==> src/rtl/dport_arb.sv <==
`default_nettype none
// +--------------------------------------------------------------------------+
// | Module   : dport_arb                                                      |
// | Function : Two-port round-robin arbiter for a shared data-port target.    |
// |            Zero-latency request mux plus in-order owner FIFO that routes  |
// |            each downstream response back to the port that issued it.     |
// | Revision : 1.0 - initial release                                          |
// +--------------------------------------------------------------------------+
module dport_arb #(
   parameter int OUTSTANDING_DEPTH = 4,
   parameter int OUTSTANDING_W     = 2
) (
   input  logic        clk_i,
   input  logic        rst_i,
   // port 0 (CPU dport)
   input  logic [31:0] mem0_addr_i,
   input  logic [31:0] mem0_data_wr_i,
   input  logic        mem0_rd_i,
   input  logic [3:0]  mem0_wr_i,
   input  logic        mem0_cacheable_i,
   input  logic [10:0] mem0_req_tag_i,
   output logic        mem0_accept_o,
   output logic        mem0_ack_o,
   output logic        mem0_error_o,
   output logic [31:0] mem0_data_rd_o,
   output logic [10:0] mem0_resp_tag_o,
   // port 1 (DMA / debug master)
   input  logic [31:0] mem1_addr_i,
   input  logic [31:0] mem1_data_wr_i,
   input  logic        mem1_rd_i,
   input  logic [3:0]  mem1_wr_i,
   input  logic        mem1_cacheable_i,
   input  logic [10:0] mem1_req_tag_i,
   output logic        mem1_accept_o,
   output logic        mem1_ack_o,
   output logic        mem1_error_o,
   output logic [31:0] mem1_data_rd_o,
   output logic [10:0] mem1_resp_tag_o,
   // shared downstream target
   output logic [31:0] mem_addr_o,
   output logic [31:0] mem_data_wr_o,
   output logic        mem_rd_o,
   output logic [3:0]  mem_wr_o,
   output logic        mem_cacheable_o,
   output logic [10:0] mem_req_tag_o,
   input  logic        mem_accept_i,
   input  logic        mem_ack_i,
   input  logic        mem_error_i,
   input  logic [31:0] mem_data_rd_i,
   input  logic [10:0] mem_resp_tag_i
);

   localparam logic [OUTSTANDING_W:0]   c_FULL_COUNT = (OUTSTANDING_W+1)'(OUTSTANDING_DEPTH);
   localparam logic [OUTSTANDING_W:0]   c_CNT_ONE    = (OUTSTANDING_W+1)'(1);
   localparam logic [OUTSTANDING_W-1:0] c_PTR_ONE    = OUTSTANDING_W'(1);

   logic                         r_last;        // port granted by the most recent transfer
   logic                         r_lock;        // a granted request is waiting for accept
   logic                         r_lock_owner;
   logic [OUTSTANDING_DEPTH-1:0] r_owner_fifo;  // owner bit of each outstanding request
   logic [OUTSTANDING_W-1:0]     r_rd_ptr;
   logic [OUTSTANDING_W-1:0]     r_wr_ptr;
   logic [OUTSTANDING_W:0]       r_count;

   logic w_req0, w_req1, w_grant, w_grant_req;
   logic w_full, w_empty, w_gate, w_push, w_pop, w_head;

   assign w_req0  = mem0_rd_i | (|mem0_wr_i);
   assign w_req1  = mem1_rd_i | (|mem1_wr_i);
   assign w_full  = (r_count == c_FULL_COUNT);
   assign w_empty = (r_count == '0);

   // Grant: a stalled request keeps its grant, otherwise alternate on contention
   always_comb begin
      w_grant = 1'b0;
      if (r_lock)
         w_grant = r_lock_owner;
      else if (w_req0 && w_req1)
         w_grant = ~r_last;
      else
         w_grant = w_req1;
   end

   assign w_grant_req = w_grant ? w_req1 : w_req0;

   // Strobes are suppressed while in reset, when the FIFO is full or when idle;
   // the address/data/tag mux still follows the grant so it stays stable.
   assign w_gate = rst_i | w_full | ~(w_req0 | w_req1);

   assign mem_addr_o      = w_grant ? mem1_addr_i      : mem0_addr_i;
   assign mem_data_wr_o   = w_grant ? mem1_data_wr_i   : mem0_data_wr_i;
   assign mem_cacheable_o = w_grant ? mem1_cacheable_i : mem0_cacheable_i;
   assign mem_req_tag_o   = w_grant ? mem1_req_tag_i   : mem0_req_tag_i;
   assign mem_rd_o        = ~w_gate & (w_grant ? mem1_rd_i : mem0_rd_i);
   assign mem_wr_o        = w_gate ? 4'b0000 : (w_grant ? mem1_wr_i : mem0_wr_i);

   assign w_push        = (mem_rd_o | (|mem_wr_o)) & mem_accept_i;
   assign mem0_accept_o = w_push & ~w_grant;
   assign mem1_accept_o = w_push &  w_grant;

   // Responses are in order: the FIFO head names the port that owns this ack
   assign w_pop  = mem_ack_i & ~w_empty;
   assign w_head = r_owner_fifo[r_rd_ptr];

   assign mem0_ack_o      = w_pop & ~w_head;
   assign mem1_ack_o      = w_pop &  w_head;
   assign mem0_error_o    = w_pop & ~w_head & mem_error_i;
   assign mem1_error_o    = w_pop &  w_head & mem_error_i;
   assign mem0_data_rd_o  = mem_data_rd_i;
   assign mem1_data_rd_o  = mem_data_rd_i;
   assign mem0_resp_tag_o = mem_resp_tag_i;
   assign mem1_resp_tag_o = mem_resp_tag_i;

   // Arbitration state: remember the winner, lock the grant across a stall
   always_ff @(posedge clk_i or posedge rst_i) begin
      if (rst_i) begin
         r_last       <= 1'b1;
         r_lock       <= 1'b0;
         r_lock_owner <= 1'b0;
      end else if (w_push) begin
         r_last <= w_grant;
         r_lock <= 1'b0;
      end else if (w_grant_req) begin
         r_lock       <= 1'b1;
         r_lock_owner <= w_grant;
      end else begin
         r_lock <= 1'b0;
      end
   end

   // Owner FIFO: push on transfer, pop on routed ack; pointers wrap naturally
   always_ff @(posedge clk_i or posedge rst_i) begin
      if (rst_i) begin
         r_owner_fifo <= '0;
         r_rd_ptr     <= '0;
         r_wr_ptr     <= '0;
         r_count      <= '0;
      end else begin
         if (w_push) begin
            r_owner_fifo[r_wr_ptr] <= w_grant;
            r_wr_ptr               <= r_wr_ptr + c_PTR_ONE;
         end
         if (w_pop)
            r_rd_ptr <= r_rd_ptr + c_PTR_ONE;
         case ({w_push, w_pop})
            2'b10:   r_count <= r_count + c_CNT_ONE;
            2'b01:   r_count <= r_count - c_CNT_ONE;
            default: r_count <= r_count;
         endcase
      end
   end

endmodule
`default_nettype wire

==> config.mk <==
export PLATFORM = sky130hd
export DESIGN_NAME = dport_arb
export DESIGN_NICKNAME = d
export VERILOG_FILES = /design/src/rtl/dport_arb.sv
export SDC_FILE = /design/constraint.sdc
export NUM_CORES = 1
export LEC_CHECK = 0
export ABC_CLOCK_PERIOD_IN_PS = 6700
export CORE_AREA = 2 2 149 151
export DETAILED_ROUTE_END_ITERATION = 10
export DIE_AREA = 0 0 151 153
export PLACE_DENSITY_LB_ADDON = 0.05
export SLEW_MARGIN = 10
export SYNTH_ARGS = -nofsm -noshare
export SYNTH_HDL_FRONTEND = slang
export SYNTH_SLANG_ARGS = --single-unit
==> constraint.sdc <==
create_clock -name clk_i -period 6.7 [get_ports clk_i]
set_input_delay 2.01 -clock clk_i [delete_from_list [all_inputs] [get_ports clk_i]]
set_output_delay 2.01 -clock clk_i [all_outputs]
set_load 0.1 [all_outputs]
Word-level counts from Yosys, hierarchy flattened. Index checks and enable logic that the tools add are counted.

Bitwise gates (word level): 22. Muxes and demuxes: 18. Multipliers: 0. Reductions and logical operators: 8. Div/mod/pow operators: 0. $add $sub $neg: 4. Equality and inequality tests: 3. $lt $le $gt $ge: 3. Shift operators: 0.

Operator list (count): $mux W32 (2); $reduce_or A4 Y1 (3); $mux W11 (1); $and A1 B1 Y1 (9); $mux W1 (9); $mux W4 (2); $not A1 Y1 (7); $lt A2 B3 Y1 const B (2); $or A1 B1 Y1 (6); $pmux W3 S2 (1); $add A2 B1 Y2 const B (2); $bwmux W4 (1); $add A3 B1 Y3 const B (1); $eq A3 B3 Y1 const B (1); $logic_not A3 Y1 (1); $sub A3 B1 Y3 const B (1); $bmux W1 S2 (1); $demux W1 S2 (1); $eq A2 B1 Y1 const B (1); $eq A2 B2 Y1 const B (1); $ge A2 B1 Y1 const B (1); $logic_and A1 B1 Y1 (2); $reduce_and A2 Y1 (1); $reduce_bool A2 Y1 (1).

Bits in read-only memories: 0. RAM bits: 0. Memories: 0. Logic and storage cells: 65. Bits of input ports: 210. Register bits: 14. Latch bits: 0. Output and inout bits: 173.

Logic depth before layout (Yosys ltp).
Depth after elaboration: 12. Mapped depth: 9. Gate-level depth less buffers: 9.

Worst setup path after synthesis. No wires, ideal clock.

Path type: input port to output port. From: in mem0_rd_i. To: out mem1_accept_o. Required time: 4.690 ns. Setup slack: 0.418 ns. Path buffers: 2. Stages: 6. Data arrival time: 4.272 ns. Path through: nor3_4 > a21oi_2 > o21ai_4 > buf_8 > buf_6 > nor2b_1.

Longest elaborated chain between the ends: 10. Elaborated cells on any way between the ends: 16. Classes of those cells: mux (5); bitwise (9); reduce/logical (2).

RTL lines: start: declaration (RTL line 18) `input logic mem0_rd_i,`; $or A1 B1 Y1 (RTL line 68) `assign w_req0 = mem0_rd_i | (|mem0_wr_i);`; $logic_and A1 B1 Y1 (RTL line 78) `else if (w_req0 && w_req1)`; $mux W1 (RTL line 78); $mux W1 (RTL line 76) `if (r_lock)`; $mux W4 (2 in series) (RTL line 95) `assign mem_wr_o = w_gate ? 4'b0000 : (w_grant ? mem1_wr_i : mem0_wr_i);`; $reduce_or A4 Y1 (RTL line 97) `assign w_push = (mem_rd_o | (|mem_wr_o)) & mem_accept_i;`; $or A1 B1 Y1 (RTL line 97); $and A1 B1 Y1 (RTL line 97); $and A1 B1 Y1 * (RTL line 99) `assign mem1_accept_o = w_push & w_grant;`; end: declaration (RTL line 34) `output logic mem1_accept_o,`.

Mark *: on every way between the ends. The rest lies on a longest branch, timed or not.

Worst setup path in the final report.
From: in mem0_rd_i. To: out mem_addr_o[15].

Longest elaborated chain between the ends: 5.

RTL lines: $or A1 B1 Y1 (RTL line 68); $logic_and A1 B1 Y1 (RTL line 78); $mux W1 (RTL line 78); $mux W1 (RTL line 76); $mux W32 (RTL line 90) `assign mem_addr_o = w_grant ? mem1_addr_i : mem0_addr_i;`; end: declaration (RTL line 40) `output logic [31:0] mem_addr_o,`.

Every way passes these cells.

==> key figures <==
Run status
  • Status: completed

GRT
  • First-pass GRT wire length: between 15 and 20 mm
  • Total gr overflow: 0
  • Vias in the first global route: 2663
  • Largest net degree at the start of global routing: between 60 and 70
  • Initial antenna violation count: 0
  • GRT Resource Usage Total: a little over a tenth

Timing
  • Worst slew margin: roughly 66%
  • Fmax: about 160 MHz
  • Worst-Margin Slew: about 0.51 ns
  • Final Hold Vio Count: 0
  • Max Slew Vio Count: 0
  • TNS Setup: 0 ns
  • Crit path time final: between 6 and 7 ns
  • Post-route clock period utilization: roughly 90%
  • Final setup fails: 0
  • RSZ-0062 raised after global routing: no
  • Post-Route Skew: around 0.00066 ns

Min path
  • Worst min path class: reg2reg

Worst setup path
  • R2R depth: 9
  • Critical path peak fanout: 64
  • Most frequent CP cell: buf_12
  • Worst EP required: approximately 4.7 ns
  • Reg-to-Reg End: r_count[2]
  • CP peak stage delay: 0.46 ns
  • Buffers and inverters on the worst path: 3
  • Top cell family by delay on the critical path: buffers and inverters
  • Startpoint Class: input port
  • End of the critical path: mem_addr_o[15]
  • Worst path depth: 7
  • Crit path launch: mem0_rd_i
  • WS Path Type: in2out
  • Crit-path cells: clkdlybuf4s50_1, nor3_4, a21oi_2, o21ai_4, buf_12, mux2_2, buf_12
  • R2R Setup Slk: approximately 4.2 ns
  • Crit path capture type: output pin
  • Crit path DAT: about 4.2 ns
  • R2r startpoint: r_count[0]
  • Slowest CP cell: clkdlybuf4s50_1

Layout
  • N_diodes: 0
  • Layout area overhead: 106%
  • Layout cells sized above 1: roughly 43%
  • Post-layout nets: about 650

Routing
  • DR iter-0 viols: 34
  • Routed wire length: about 13 mm
  • Routed vias: around 2500
  • Via density: 3.48
  • DR DRC count: 0
  • Post-DRT Antenna Nets: 0
  • Drt pass-1 iters: 4
  • Average wire per standard cell: ~19 um

Clock tree
  • Post-CTS Setup Bufs: 0
  • Post-CTS Resized: 0
  • CTS tree: done
  • Htree depth: 1
  • TritonCTS Sinks: 14
  • Clock latency at the later pin of the worst-skew pair: between 0.2 and 0.25 ns
  • Root buffer cell: clkbuf_16
  • Maximum clock insertion buffer count: 2
  • Cts hold-fix bufs: 0
  • Num CTS Buffers: 3
  • Worst-path clk slew: around 0.05 ns

Power
  • Sw frac: around three fifths
  • Internal cell power: 0.00126 W
  • Combinational share of power: roughly 90%
  • Reg power frac: 5.3%
  • Leak Pwr: roughly 2.4 nW
  • Sw Pwr: 0.00180 W
  • Peak supply drop: slightly above 0.0003 V
  • Clock share of power: 4.1%
  • Final Power: around 0.003 W
  • Pwr Density: roughly 530 nW/um^2

Floorplanning
  • Initial Util: a little over an eighth
  • Die ar.: between 20000 and 25000 sq um
  • I/O Pins: between 300 and 400
  • Die W: between 150 and 200 um
  • Core ar.: 21500 sq um
  • Core Rows: 54
  • Die Ht: around 150 um

Synthesis
  • Syn_nets: 480
  • Number of flops mapped to enable cells by yosys: 0
  • Synth Cell Area: approximately 2800 sq um
  • Async SR Flop Fraction: between 90% and 100%
  • Syn avg cell area: around 11 sq um
  • Ys Warns: 0
  • Seq/Total Area, Yosys: 12.5%
  • Syn Inst Count: 264
  • Ys flop type: dfrtp_1
  • Synth unique cells: 37
  • #FFs+latches synth: 14

Place
  • Port Buffers: around 250
  • HPWL Detailed: ~12 mm
  • RD Place Congestion: roughly 0.80

Run
  • Max-Cap Viols: 0
cells in the mapped netlist, types with 2 or more instances:
| master | number | area share, % |
|---|---|---|
| and2_1 | 2 | 0.44 |
| ha_1 | 5 | 2.2 |
| buf_4 | 88 | 23 |
| buf_12 | 5 | 3.6 |
| dfrtp_1 | 13 | 12 |
| xor2_1 | 3 | 0.93 |
| nand2_1 | 3 | 0.40 |
| inv_1 | 8 | 1.1 |
| nor3_4 | 2 | 1.2 |
| nor2b_1 | 3 | 0.67 |
| nand4_1 | 4 | 0.89 |
| mux2_1 | 3 | 1.2 |
| nand3_1 | 7 | 1.2 |
| mux2_2 | 30 | 12 |
| o211ai_1 | 5 | 1.3 |
| mux2_4 | 50 | 27 |
| nor2_1 | 5 | 0.67 |
| and3_1 | 3 | 0.67 |
| a21oi_1 | 5 | 0.89 |
| xnor2_1 | 3 | 0.93 |
cells by family (layout without fill, tap and decap cells):
| family | Yosys count | count (layout) | synth area share (%) |
|---|---|---|---|
| compound gates | 17 | 17 | 5.07 |
| xor+xnor | 6 | 6 | 1.87 |
| fa+ha+maj | 6 | 6 | 2.93 |
| buf+inv | 103 | 268 | 29.0 |
| flops | 14 | 14 | 12.5 |
| mux | 85 | 85 | 41.0 |
| simple gates | 33 | 33 | 7.56 |
metal layers:
metal | global-route usage (%) | up-vias | part of all wire [%]
li1 | - | 1168 | -
met1 | 12.3 | 1109 | 38
met2 | 18.4 | 172 | 48
met3 | 5.22 | 16 | 13
met4 | 1.74 | 0 | 0.98
met5 | 0 | - | 0
state kept, by name, summed over array words and instances, names as in the netlist:
signal and cells:
r_count 3, r_last 1, r_lock 1, r_lock_owner 1
r_owner_fifo 4, r_rd_ptr 2, r_wr_ptr 2
worst min path at each step:
stage | startpoint | end | slack, ns | cells after the start
after floorplan | r_rd_ptr[1] | r_rd_ptr[1] | 0.45 | 1
after global placement | r_rd_ptr[1] | r_rd_ptr[1] | 0.47 | 1
after detailed placement | r_rd_ptr[1] | r_rd_ptr[1] | 0.48 | 1
after CTS | r_rd_ptr[1] | r_rd_ptr[1] | 0.49 | 1
after global routing | r_rd_ptr[1] | r_rd_ptr[1] | 0.51 | 1
final | r_rd_ptr[1] | r_rd_ptr[1] | 0.48 | 1
power groups by stage:
stage | clock, W | combinational [W] | sequential, W
finish | 0.000126 | 0.00276 | 0.000163
global route | 0.000133 | 0.00285 | 0.000171
CTS | 0.000128 | 0.00280 | 0.000163
detailed placement | 0 | 0.00279 | 0.000165
global placement | 0 | 0.00279 | 0.000165
floorplan | 0 | 0.00216 | 0.000156
metrics by stage:
step | utilization [%] | std cells | worst slack, ns | hold WS [ns] | cell area (sq um)
floorplan | - | 264 | 0.418 | 0.453 | 2810
global route | 27.0 | 709 | 0.376 | 0.507 | 5790
detailed placement | 26.5 | 705 | 0.494 | 0.479 | 5700
finish | 27.0 | 709 | 0.510 | 0.484 | 5790
CTS | 27.0 | 709 | 0.482 | 0.488 | 5790
global placement | 26.5 | 705 | 0.512 | 0.473 | 5700
final cells by class:
type | count | area [sq um]
tap | 280 | 350
timing repair buffer | 256 | 3330
inverter | 8 | 30.0
multi-input combinational | 147 | 1650
fill | 2242 | 15700
sequential | 14 | 352
clock buffer | 4 | 88.8
layout by cell type (no fill, tap or decap):
master | synthesis | final
and2_1 | 2 | 2
inv_1 | 8 | 8
clkbuf_16 | 0 | 3
ha_1 | 5 | 5
mux4_2 | 1 | 1
nor2_1 | 5 | 5
xor2_1 | 3 | 3
a32oi_2 | 1 | 1
xnor2_1 | 3 | 3
buf_4 | 88 | 11
mux2_2 | 30 | 30
clkdlybuf4s50_1 | 0 | 166
mux2_1 | 3 | 3
a21o_4 | 1 | 1
a31oi_1 | 1 | 1
nand4_1 | 4 | 4
a21oi_1 | 5 | 5
mux2_4 | 50 | 50
fa_1 | 1 | 1
nand3_1 | 7 | 7
mux2i_1 | 1 | 1
buf_12 | 5 | 79
dfrtp_1 | 13 | 13
or3b_1 | 1 | 1
dfstp_2 | 1 | 1
nor3_4 | 2 | 2
nand3_2 | 1 | 1
a211o_1 | 1 | 1
o31a_1 | 1 | 1
nand4_2 | 1 | 1
o211ai_1 | 5 | 5
clkbuf_8 | 0 | 1
o21ai_4 | 1 | 1
nor4b_1 | 1 | 1
and3_1 | 3 | 3
a21oi_2 | 1 | 1
nor2b_1 | 3 | 3
nand2_1 | 3 | 3
No activity file was read; power rests on OpenSTA's default activity.
